===== config.mk =====
export PLATFORM = sky130hd
export DESIGN_NAME = phcount_accumulator
export DESIGN_NICKNAME = d
export VERILOG_FILES = /design/src/rtl/phcount_accumulator_pkg.sv /design/src/rtl/phacc_ram.sv /design/src/rtl/phcount_accumulator.sv
export SDC_FILE = /design/constraint.sdc
export NUM_CORES = 1
export LEC_CHECK = 0
export ABC_AREA = 1
export BUFFER_PORTS_ARGS = -buffer_cell sky130_fd_sc_hd__buf_2
export CAP_MARGIN = 0
export CELL_PAD_IN_SITES_DETAIL_PLACEMENT = 1
export CELL_PAD_IN_SITES_GLOBAL_PLACEMENT = 1
export CORE_ASPECT_RATIO = 1.2
export CORE_UTILIZATION = 39
export CTS_CLUSTER_SIZE = 28
export DETAILED_ROUTE_END_ITERATION = 8
export GPL_ROUTABILITY_DRIVEN = 0
export HOLD_SLACK_MARGIN = 0.15
export PLACE_DENSITY_LB_ADDON = 0.08
export SLEW_MARGIN = 20
export SYNTH_ARGS = -nofsm -noshare
export SYNTH_HDL_FRONTEND = slang
export SYNTH_SLANG_ARGS = --single-unit

===== constraint.sdc =====
create_clock -name clk_i -period 9.9 [get_ports clk_i]
set_input_delay 1.485 -clock clk_i [delete_from_list [all_inputs] [get_ports clk_i]]
set_output_delay 1.485 -clock clk_i [all_outputs]
set_load 0.02 [all_outputs]

===== src/rtl/phcount_accumulator_pkg.sv =====
// Shared constants, state encoding and word helpers for the photon-counter
// frame accumulator.
package phcount_accumulator_pkg;

    localparam logic [15:0] HDR_LOG = 16'hFEED;  // logger frame header
    localparam logic [15:0] HDR_ACC = 16'hFEEA;  // accumulated frame header
    localparam logic [15:0] TERM    = 16'h0FED;  // frame terminator (both directions)

    localparam int NBINS_DEFAULT = 26;

    typedef enum logic [3:0] {
        ST_CLEAR     = 4'd0,
        ST_HUNT      = 4'd1,
        ST_ACC       = 4'd2,
        ST_EMIT_HDR  = 4'd3,
        ST_EMIT_HI   = 4'd4,
        ST_EMIT_LO   = 4'd5,
        ST_EMIT_CNT  = 4'd6,
        ST_EMIT_TERM = 4'd7
    } state_t;

    // The logger sends its bin words with the two bytes exchanged.
    function automatic logic [15:0] bswap16(input logic [15:0] w);
        return {w[7:0], w[15:8]};
    endfunction

endpackage


===== src/rtl/phacc_ram.sv =====
// Per-bin accumulator storage: one synchronous write port, two asynchronous
// read ports (one for the accumulate path, one for the emit path).
module phacc_ram
    import phcount_accumulator_pkg::*;
#(
    parameter int NBINS = NBINS_DEFAULT,
    parameter int ACCW  = 32,
    parameter int AW    = 5
) (
    input  logic            clk,
    input  logic            we,
    input  logic [AW-1:0]   waddr,
    input  logic [ACCW-1:0] wdata,
    input  logic [AW-1:0]   acc_raddr,
    output logic [ACCW-1:0] acc_rdata,
    input  logic [AW-1:0]   emit_raddr,
    output logic [ACCW-1:0] emit_rdata
);

    logic [ACCW-1:0] mem [NBINS];

    // Single write port shared by clear sweep, accumulate and emit-clear.
    always_ff @(posedge clk) begin
        if (we) begin
            mem[waddr] <= wdata;
        end
    end

    assign acc_rdata  = mem[acc_raddr];
    assign emit_rdata = mem[emit_raddr];

endmodule


===== src/rtl/phcount_accumulator.sv =====
// Sums a batch of logger histogram frames bin-by-bin into saturating
// accumulators and emits one accumulated frame per batch to the pipe FIFO.
// The input side never stalls; headers arriving while busy are counted as drops.
module phcount_accumulator
    import phcount_accumulator_pkg::*;
#(
    parameter int NBINS = NBINS_DEFAULT,
    parameter int ACCW  = 32
) (
    input  logic        clk_i,
    input  logic        reset_i,
    input  logic [15:0] data_i,
    input  logic        wr_i,
    input  logic [14:0] nframes_i,
    input  logic        cfg_ld_i,
    input  logic        full_i,
    output logic [15:0] data_o,
    output logic        wr_o,
    output logic        busy_o,
    output logic [15:0] dropped_o
);

    localparam int AW = (NBINS > 1) ? $clog2(NBINS) : 1;
    localparam int IW = $clog2(NBINS + 1);
    localparam logic [IW-1:0] IDX_LAST  = IW'(NBINS - 1);
    localparam logic [IW-1:0] IDX_END   = IW'(NBINS);
    localparam logic [AW-1:0] EBIN_LAST = AW'(NBINS - 1);

    state_t          state;
    logic [IW-1:0]   idx;        // bin index for CLEAR sweep and ACC
    logic [AW-1:0]   ebin;       // bin index for emit
    logic [14:0]     frames;
    logic [14:0]     nframes_q;
    logic            err;

    logic            ram_we;
    logic [AW-1:0]   ram_waddr;
    logic [ACCW-1:0] ram_wdata;
    logic [ACCW-1:0] acc_rdata;
    logic [ACCW-1:0] emit_rdata;

    logic            is_hdr;
    logic            is_term;
    logic [14:0]     nf_eff;
    logic [14:0]     frames_inc;
    logic            batch_done;

    // Sum clamps at all-ones rather than wrapping.
    function automatic logic [ACCW-1:0] sat_add(input logic [ACCW-1:0] a,
                                                input logic [15:0]     b);
        logic [ACCW:0] s;
        s = {1'b0, a} + {{(ACCW-15){1'b0}}, b};
        return s[ACCW] ? {ACCW{1'b1}} : s[ACCW-1:0];
    endfunction

    assign is_hdr     = (data_i == HDR_LOG);
    assign is_term    = (data_i == TERM);
    assign nf_eff     = (nframes_q == 15'd0) ? 15'd1 : nframes_q;
    assign frames_inc = frames + 15'd1;
    assign batch_done = (frames_inc == nf_eff);
    assign busy_o     = state inside {ST_CLEAR, ST_EMIT_HDR, ST_EMIT_HI,
                                      ST_EMIT_LO, ST_EMIT_CNT, ST_EMIT_TERM};

    phacc_ram #(
        .NBINS (NBINS),
        .ACCW  (ACCW),
        .AW    (AW)
    ) u_ram (
        .clk        (clk_i),
        .we         (ram_we),
        .waddr      (ram_waddr),
        .wdata      (ram_wdata),
        .acc_raddr  (idx[AW-1:0]),
        .acc_rdata  (acc_rdata),
        .emit_raddr (ebin),
        .emit_rdata (emit_rdata)
    );

    // RAM write port: zero during CLEAR, read-modify-write in ACC,
    // zero each bin as its lo word leaves in EMIT_LO. cfg_ld_i discards the word.
    always_comb begin
        ram_we    = 1'b0;
        ram_waddr = idx[AW-1:0];
        ram_wdata = '0;
        if (!reset_i && !cfg_ld_i) begin
            case (state)
                ST_CLEAR: ram_we = 1'b1;
                ST_ACC: begin
                    if (wr_i && !is_hdr && !is_term && (idx != IDX_END)) begin
                        ram_we    = 1'b1;
                        ram_wdata = sat_add(acc_rdata, bswap16(data_i));
                    end
                end
                ST_EMIT_LO: begin
                    if (!full_i) begin
                        ram_we    = 1'b1;
                        ram_waddr = ebin;
                    end
                end
                default: ;
            endcase
        end
    end

    // Main state machine with the registered FIFO output stage.
    always_ff @(posedge clk_i) begin
        if (reset_i || cfg_ld_i) begin
            state  <= ST_CLEAR;
            idx    <= '0;
            ebin   <= '0;
            frames <= '0;
            err    <= 1'b0;
            wr_o   <= 1'b0;
            if (reset_i) begin
                nframes_q <= 15'd1;
                data_o    <= 16'h0000;
            end else begin
                nframes_q <= nframes_i;
            end
        end else begin
            wr_o <= 1'b0;
            case (state)
                ST_CLEAR: begin
                    if (idx == IDX_LAST) begin
                        idx   <= '0;
                        state <= ST_HUNT;
                    end else begin
                        idx <= idx + IW'(1);
                    end
                end

                ST_HUNT: begin
                    if (wr_i && is_hdr) begin
                        idx   <= '0;
                        state <= ST_ACC;
                    end
                end

                ST_ACC: begin
                    if (wr_i) begin
                        if (is_term) begin
                            frames <= frames_inc;
                            if (idx != IDX_END) begin
                                err <= 1'b1;
                            end
                            if (batch_done) begin
                                // Header goes out on the very next cycle when the FIFO has room.
                                ebin <= '0;
                                if (!full_i) begin
                                    data_o <= HDR_ACC;
                                    wr_o   <= 1'b1;
                                    state  <= ST_EMIT_HI;
                                end else begin
                                    state <= ST_EMIT_HDR;
                                end
                            end else begin
                                state <= ST_HUNT;
                            end
                        end else if (is_hdr) begin
                            err <= 1'b1;
                            idx <= '0;
                        end else if (idx != IDX_END) begin
                            idx <= idx + IW'(1);
                        end else begin
                            err   <= 1'b1;
                            state <= ST_HUNT;
                        end
                    end
                end

                ST_EMIT_HDR: begin
                    if (!full_i) begin
                        data_o <= HDR_ACC;
                        wr_o   <= 1'b1;
                        ebin   <= '0;
                        state  <= ST_EMIT_HI;
                    end
                end

                ST_EMIT_HI: begin
                    if (!full_i) begin
                        data_o <= bswap16(emit_rdata[ACCW-1 -: 16]);
                        wr_o   <= 1'b1;
                        state  <= ST_EMIT_LO;
                    end
                end

                ST_EMIT_LO: begin
                    if (!full_i) begin
                        data_o <= bswap16(emit_rdata[15:0]);
                        wr_o   <= 1'b1;
                        if (ebin == EBIN_LAST) begin
                            state <= ST_EMIT_CNT;
                        end else begin
                            ebin  <= ebin + AW'(1);
                            state <= ST_EMIT_HI;
                        end
                    end
                end

                ST_EMIT_CNT: begin
                    if (!full_i) begin
                        data_o <= {err, frames};
                        wr_o   <= 1'b1;
                        state  <= ST_EMIT_TERM;
                    end
                end

                ST_EMIT_TERM: begin
                    if (!full_i) begin
                        data_o <= TERM;
                        wr_o   <= 1'b1;
                        frames <= '0;
                        err    <= 1'b0;
                        state  <= ST_HUNT;
                    end
                end

                default: state <= ST_CLEAR;
            endcase
        end
    end

    // Saturating count of logger headers that arrived while busy.
    always_ff @(posedge clk_i) begin
        if (reset_i || cfg_ld_i) begin
            dropped_o <= 16'h0000;
        end else if (wr_i && is_hdr && busy_o && (dropped_o != 16'hFFFF)) begin
            dropped_o <= dropped_o + 16'h0001;
        end
    end

endmodule


==> summary.md, run 1 <==
| Metric | Value |
|---|---|
| Outcome | finished, final reports clean |
| H-tree lvl count | 3 |
| Post-route ant nets | 0 |
| Tot Pwr | 8.756 mW |
| # Post-CTS Setup Buffers | 0 |
| Routed WL | 190.9 mm |
| Hold slack | 0.4784 ns |
| Root buf cell | clkbuf_16 |
| FMAX | 150.8 MHz |
| Cts repair resizes | 0 |
| Hpwl dp | 106.8 mm |
| Post-synth EDFFs | 863 |
| Clk Latency, worst-skew pair | 0.73 ns |
| Critical Path AT | 7.00 ns |
| Vias in the first global route | 40,510 |
| Post-synthesis cell type count | 53 |
| Die Y | 380.9 um |
| Top FF cell, synth | edfxtp_1 |
| Critical Path RT | 10.27 ns |
| Pwr Density | 169.5 mW/mm^2 |
| Most frequent cell after synthesis | edfxtp_1 |
| Vias/cell | 6.117 |
| Max cap viols | 0 |
| Initial antenna violation count | 3 |
| Routed WL per cell | 29.38 um |
| FFs w/ async S/R, synth | 0% |
| Gr ovfl total | 0 |
| CTS tree | built |
| Die Area | 0.1210 sq mm |
| GR Util All Layers | 31.15% |
| Met2 usage | 51.32% |
| YS warnings | 0 |
| Sequential-to-total area share from yosys stat | 57.96% |
| Worst ir drop on vdd | 0.1399 mV |
| Synth Net Count | 5,022 |
| Final hold violations | 0 |
| Placed Instances | 6,316 |
| Most used routing layer | met2 |
| Largest net degree at the start of global routing | 160 |
| Worst-path clk slew | 0.06 ns |
| CORE AREA | 0.1183 sq mm |
| Top post-synthesis cells by area | edfxtp_1 (56%), o21ai_0 (7.5%), nand2_1 (6.2%), nand3_1 (5.4%), nor2_1 (5.3%) |
| Hold-fix buffers, CTS | 0 |
| Number of synthesized register bits | 919 |
| Slew margin rel. | 22.46% |
| Worst Setup Start Kind | flip-flop |
| Setup tns final | 0 ns |
| Net count, final | 4,938 |
| P_leak | 18.68 nW |
| First-pass GRT wire length | 276.4 mm |
| RSZ-0062 raised after global routing | no |
| Period utilization | 67.01% |
| # setup viols final | 0 |
| Slew Viols, Final | 0 |
| I/O Pins | 70 |
| Die Wd | 317.7 um |
| Share of the synthesized area in the top cell type | 55.56% |
| DRT Pass-1 Iters | 5 |
| Vias post-DR | 39,760 |
| Initial Util | 39.44% |
| Utilization after layout | 43.68% |
| IO buf count | 69 |
| Mapped Cells | 4,962 |
| CP Class | reg2reg |
| Critical Path Fanout Max | 126 |
| Starting DRT DRC Count | 3,606 |
| Layout area overhead | 10.76% |
| Mean area per synthesized cell | 9.401 sq um |
| CP endpoint kind | flip-flop |
| Clock Skews | 0.03941 ns |
| Met1 Usage GRT | 40.16% |
| Number of buffers created by CTS | 100 |
| FP Rows | 138 |
| Post-synthesis cell area | 0.04665 sq mm |
| Routing usage on met3 | 3.689% |
| DRC violation count after routing | 0 |
| Min-delay worst type | reg2reg |
| Least-Margin Pin Slew | 1.160 ns |
| Yosys top cell by area | edfxtp_1 |
| Post-synth top cells | edfxtp_1 (863), nand2_1 (765), o21ai_0 (699) |
| CTS sink count | 919 |
| Final min period | 6.634 ns |
| Share of cells above drive strength 1 | 8.291% |
| Finished Layout Cells | 6,499 |
| CTS max path bufs | 3 |
-- cells in the final DEF (no fill, tap or decap), types with 89 or more instances in the layout --
cell type / netlist / final
nand2_1: 765 / 765
o221ai_1: 181 / 181
o211ai_1: 89 / 89
o21ai_0: 699 / 699
clkbuf_16: 0 / 104
inv_1: 257 / 252
buf_4: 19 / 106
a21oi_1: 221 / 220
nand3_1: 506 / 506
edfxtp_1: 863 / 863
nor2_1: 655 / 628
-- per-stage QoR --
stage	instance area [sq um]	worst slack (ns)
global route	51660	3.009
finish	51660	3.266
CTS	51650	3.442
global placement	48440	3.571
floorplan	46650	5.196
detailed placement	48490	3.490
-- report_power, final --
group / switching, mW / leakage [nW] / internal [mW]
combinational: 0.582 / 7.71 / 0.218
clock: 1.61 / 1.54 / 2.09
sequential: 0.0251 / 9.43 / 4.22
-- final timing paths --
| check | startpoint | to | slack (ns) | depth (start not counted) |
|---|---|---|---|---|
| max reg2reg | flip-flop | u_ram.mem[11][26] | 3.27 | 20 |
| max | flip-flop | u_ram.mem[11][26] | 3.27 | 20 |
| min reg2reg | err | err | 0.48 | 2 |
| min | err | err | 0.48 | 2 |
-- layer usage --
layer  share of wire [%]  wire, um
met2                  47     89770
met1                  42     79720
met3                 5.6     10620
met5               0.015        28
met4                 5.6     10770
-- critical path: stages, from the launching register on --
cell and delay, ns:
dfxtp_4 0.51, buf_12 0.51, buf_4 0.72, o21ai_0 0.17, o221ai_1 0.23, o211ai_1 0.12
a32oi_1 0.56, fa_1 0.34, nand3_1 0.09, nand2_1 0.11, a31oi_1 0.13, o21ai_0 0.36
nand2_1 0.09, nand2_1 0.33, nand3_2 0.19, nor2_4 0.19, nand3_2 0.15, buf_4 0.29
nand3_1 0.15, nand2_1 0.07, inv_1 0.76
-- area by class of cell --
type,instances,area [sq um]
fillers,13340,66610
flip-flops and latches,919,27060
multi-input cells,3403,17160
clock buffers,132,2738
well taps,1540,1927
repair buffers,183,1295
inverters,271,1057
clock inverters,49,417.9
diodes,2,5.005
-- cell families after synthesis --
logic type | Yosys count | share of synthesized area [%]
and+or+nand+nor | 2013 | 18.16
AOI/OAI and AO/OA | 1326 | 16.68
DFF | 919 | 57.96
buffers and inverters | 640 | 5.729
xor gates and xnor gates | 40 | 0.8101
adders and majority gates | 24 | 0.6599
-- registers in the layout, indices dropped and copies added (netlist names), named ones only --
| signal | count |
|---|---|
| state | 3 |
| wr_o | 1 |
| data_o | 16 |
| dropped_o | 16 |
| u_ram.mem | 832 |
| err | 1 |
| idx | 5 |
| frames | 15 |
| nframes_q | 15 |
| ebin | 5 |
Note: power is estimated with default switching activity, not from simulation.
==> inputs of run 2 (changes only) <==
clock period = 6.4 ns   (was 9.9 ns; I/O delays follow)
==> summary.md, run 2 (synthesis results as in run 1) <==
| Metric | Value |
|---|---|
| # setup viols final | 0 |
| Register share of total power | 47.8% |
| Utilization after layout | 44.10% |
| Critical Path Fanout Max | 128 |
| Period utilization | 87.61% |
| Vias post-DR | 40,010 |
| Slew Viols, Final | 0 |
| FP Rows | 138 |
| Setup slack, reg-to-reg | 0.79 ns |
| # Post-CTS Setup Buffers | 0 |
| Vias in the first global route | 40,510 |
| Setup tns final | 0 ns |
| Least-Margin Pin Slew | 1.188 ns |
| DP Area | 0.04893 sq mm |
| Die Y | 380.9 um |
| WHS Endpoint | err |
| Critical Path RT | 6.81 ns |
| WHS Path Cells | 2 |
| Filler cells | 13,210 |
| Largest net degree at the start of global routing | 153 |
| Outcome | finished, final reports clean |
| DRT Pass-1 Iters | 5 |
| RSZ-0062 raised after global routing | no |
| Worst ir drop on vdd | 0.2121 mV |
| Slew margin rel. | 20.63% |
| Number of buffers created by CTS | 100 |
| P_leak | 18.94 nW |
| Routed WL per cell | 29.28 um |
| Clock Skews | 0.03153 ns |
| Final Instance Area | 0.05216 sq mm |
| P_sw | 3.509 mW |
| Regs by FF count | u_ram.mem: 832 flops, data_o: 16 flops, dropped_o: 16 flops |
| Vias/cell | 6.120 |
| Max reg flops | 832 |
| Commonest non-fill, non-tap cells in the layout | edfxtp_1 (863), nand2_1 (765), o21ai_0 (699) |
| Most flops, register | u_ram.mem |
| Commonest non-fill, non-tap cell in the layout | edfxtp_1 |
| Worst-path clk slew | 0.06 ns |
| Critical R2R Capture | u_ram.mem[12][25] |
| CTS tree | built |
| Initial antenna violation count | 5 |
| FMAX | 178.3 MHz |
| Clk pwr share | 42.8% |
| Layout area overhead | 11.82% |
| I/O Pins | 70 |
| Min-delay worst type | reg2reg |
| Routed WL | 191.4 mm |
| CP endpoint kind | flip-flop |
| Critical Path AT | 6.02 ns |
| Hold slack | 0.4903 ns |
| Worst Setup Start Kind | flip-flop |
| Max cap viols | 0 |
| DRC violation count after routing | 0 |
| Final min period | 5.607 ns |
| Root buf cell | clkbuf_16 |
| Pwr Density | 263.2 mW/mm^2 |
| Switching part of the total | 25.56% |
| Gr ovfl total | 0 |
| Tot Pwr | 13.73 mW |
| Die Area | 0.1210 sq mm |
| Starting DRT DRC Count | 3,616 |
| Hold-fix buffers, CTS | 0 |
| Gate power share | 9.4% |
| Internal Power | 10.22 mW |
| Final hold violations | 0 |
| CP Class | reg2reg |
| First-pass GRT wire length | 278.9 mm |
| CORE AREA | 0.1183 sq mm |
| Die Wd | 317.7 um |
| Share of cells above drive strength 1 | 9.025% |
| CTS max path bufs | 3 |
| Hpwl dp | 114.2 mm |
| GR Util All Layers | 31.18% |
| Hold wc startpoint | err |
| Clk Latency, worst-skew pair | 0.73 ns |
| R2R cell count | 21 |
| Post-route ant nets | 0 |
| CTS sink count | 919 |
| Cts repair resizes | 0 |
| Initial Util | 39.44% |
| Net count, final | 4,974 |
| H-tree lvl count | 3 |
| IO buf count | 69 |
[run 2: changes by cell type in the layout (fill, tap and decap cells not counted), sizes merged]
cell	delta
clkinv	+4
clkbuf	-4
bufinv	+2
diode	-1
buf	+36
inv	+1
clkinvlp	+1
[run 2: layout make-up]
| type | count | area, sq um | share of cell area [%] |
|---|---|---|---|
| flip-flops and latches | 919 | 27060 | 51.89 |
| inverters | 271 | 1057 | 2.027 |
| diodes | 1 | 2.502 | 0.004798 |
| multi-input cells | 3403 | 17160 | 32.89 |
| clock buffers | 128 | 2733 | 5.239 |
| well taps | 1540 | 1927 | 3.694 |
| clock inverters | 57 | 495.5 | 0.9499 |
| repair buffers | 219 | 1724 | 3.306 |
[run 2: worst max path at each step]
stage	from	slack, ns	cells after the start	to
after floorplan	flip-flop	1.70	23	u_ram.mem[0][21]
after global placement	flip-flop	1.09	22	u_ram.mem[5][25]
after detailed placement	flip-flop	0.97	22	u_ram.mem[12][25]
after CTS	flip-flop	0.95	22	u_ram.mem[12][25]
after global routing	flip-flop	0.54	21	u_ram.mem[12][25]
final	flip-flop	0.79	21	u_ram.mem[12][25]
[run 2: layer usage]
metal	GRT usage, %	wire (um)	up-vias
met2	51.65	91280	1360
met1	40.02	79110	20550
li1	-	-	17730
met4	15.47	9381	6
met3	4.237	11600	369
met5	0	40	-
[run 2: power by group through the flow]
stage	Combinational, mW	Clock (mW)	Sequential [mW]
floorplan	0.826	0	6.69
global placement	1.26	0	6.69
detailed placement	1.27	0	6.69
CTS	1.27	5.96	6.56
global route	1.40	6.14	6.57
finish	1.28	5.88	6.56
[run 2: worst max-delay path, cell delays in order (launching register included)]
cell and delay, ns:
dfxtp_4 0.40, buf_12 0.50, buf_12 0.35, o21ai_0 0.16
o221ai_1 0.20, o211ai_1 0.12, a32oi_1 0.39, ha_1 0.26
nand3_1 0.09, nand2_1 0.13, a31oi_1 0.13, o21ai_0 0.17
buf_4 0.15, nand2_1 0.05, nand2_1 0.33, nand3_2 0.20
nor2_4 0.19, nand3_2 0.21, buf_4 0.30, nand3_1 0.12
nand2_1 0.05, inv_1 0.58
[run 2: metrics by stage]
step	worst slack (ns)	cells
2_1_floorplan	1.696	4962
3_3_place_gp	1.091	6350
3_5_place_dp	0.9713	6352
4_1_cts	0.9462	6537
5_1_grt	0.5358	6537
6_report	0.7927	6538
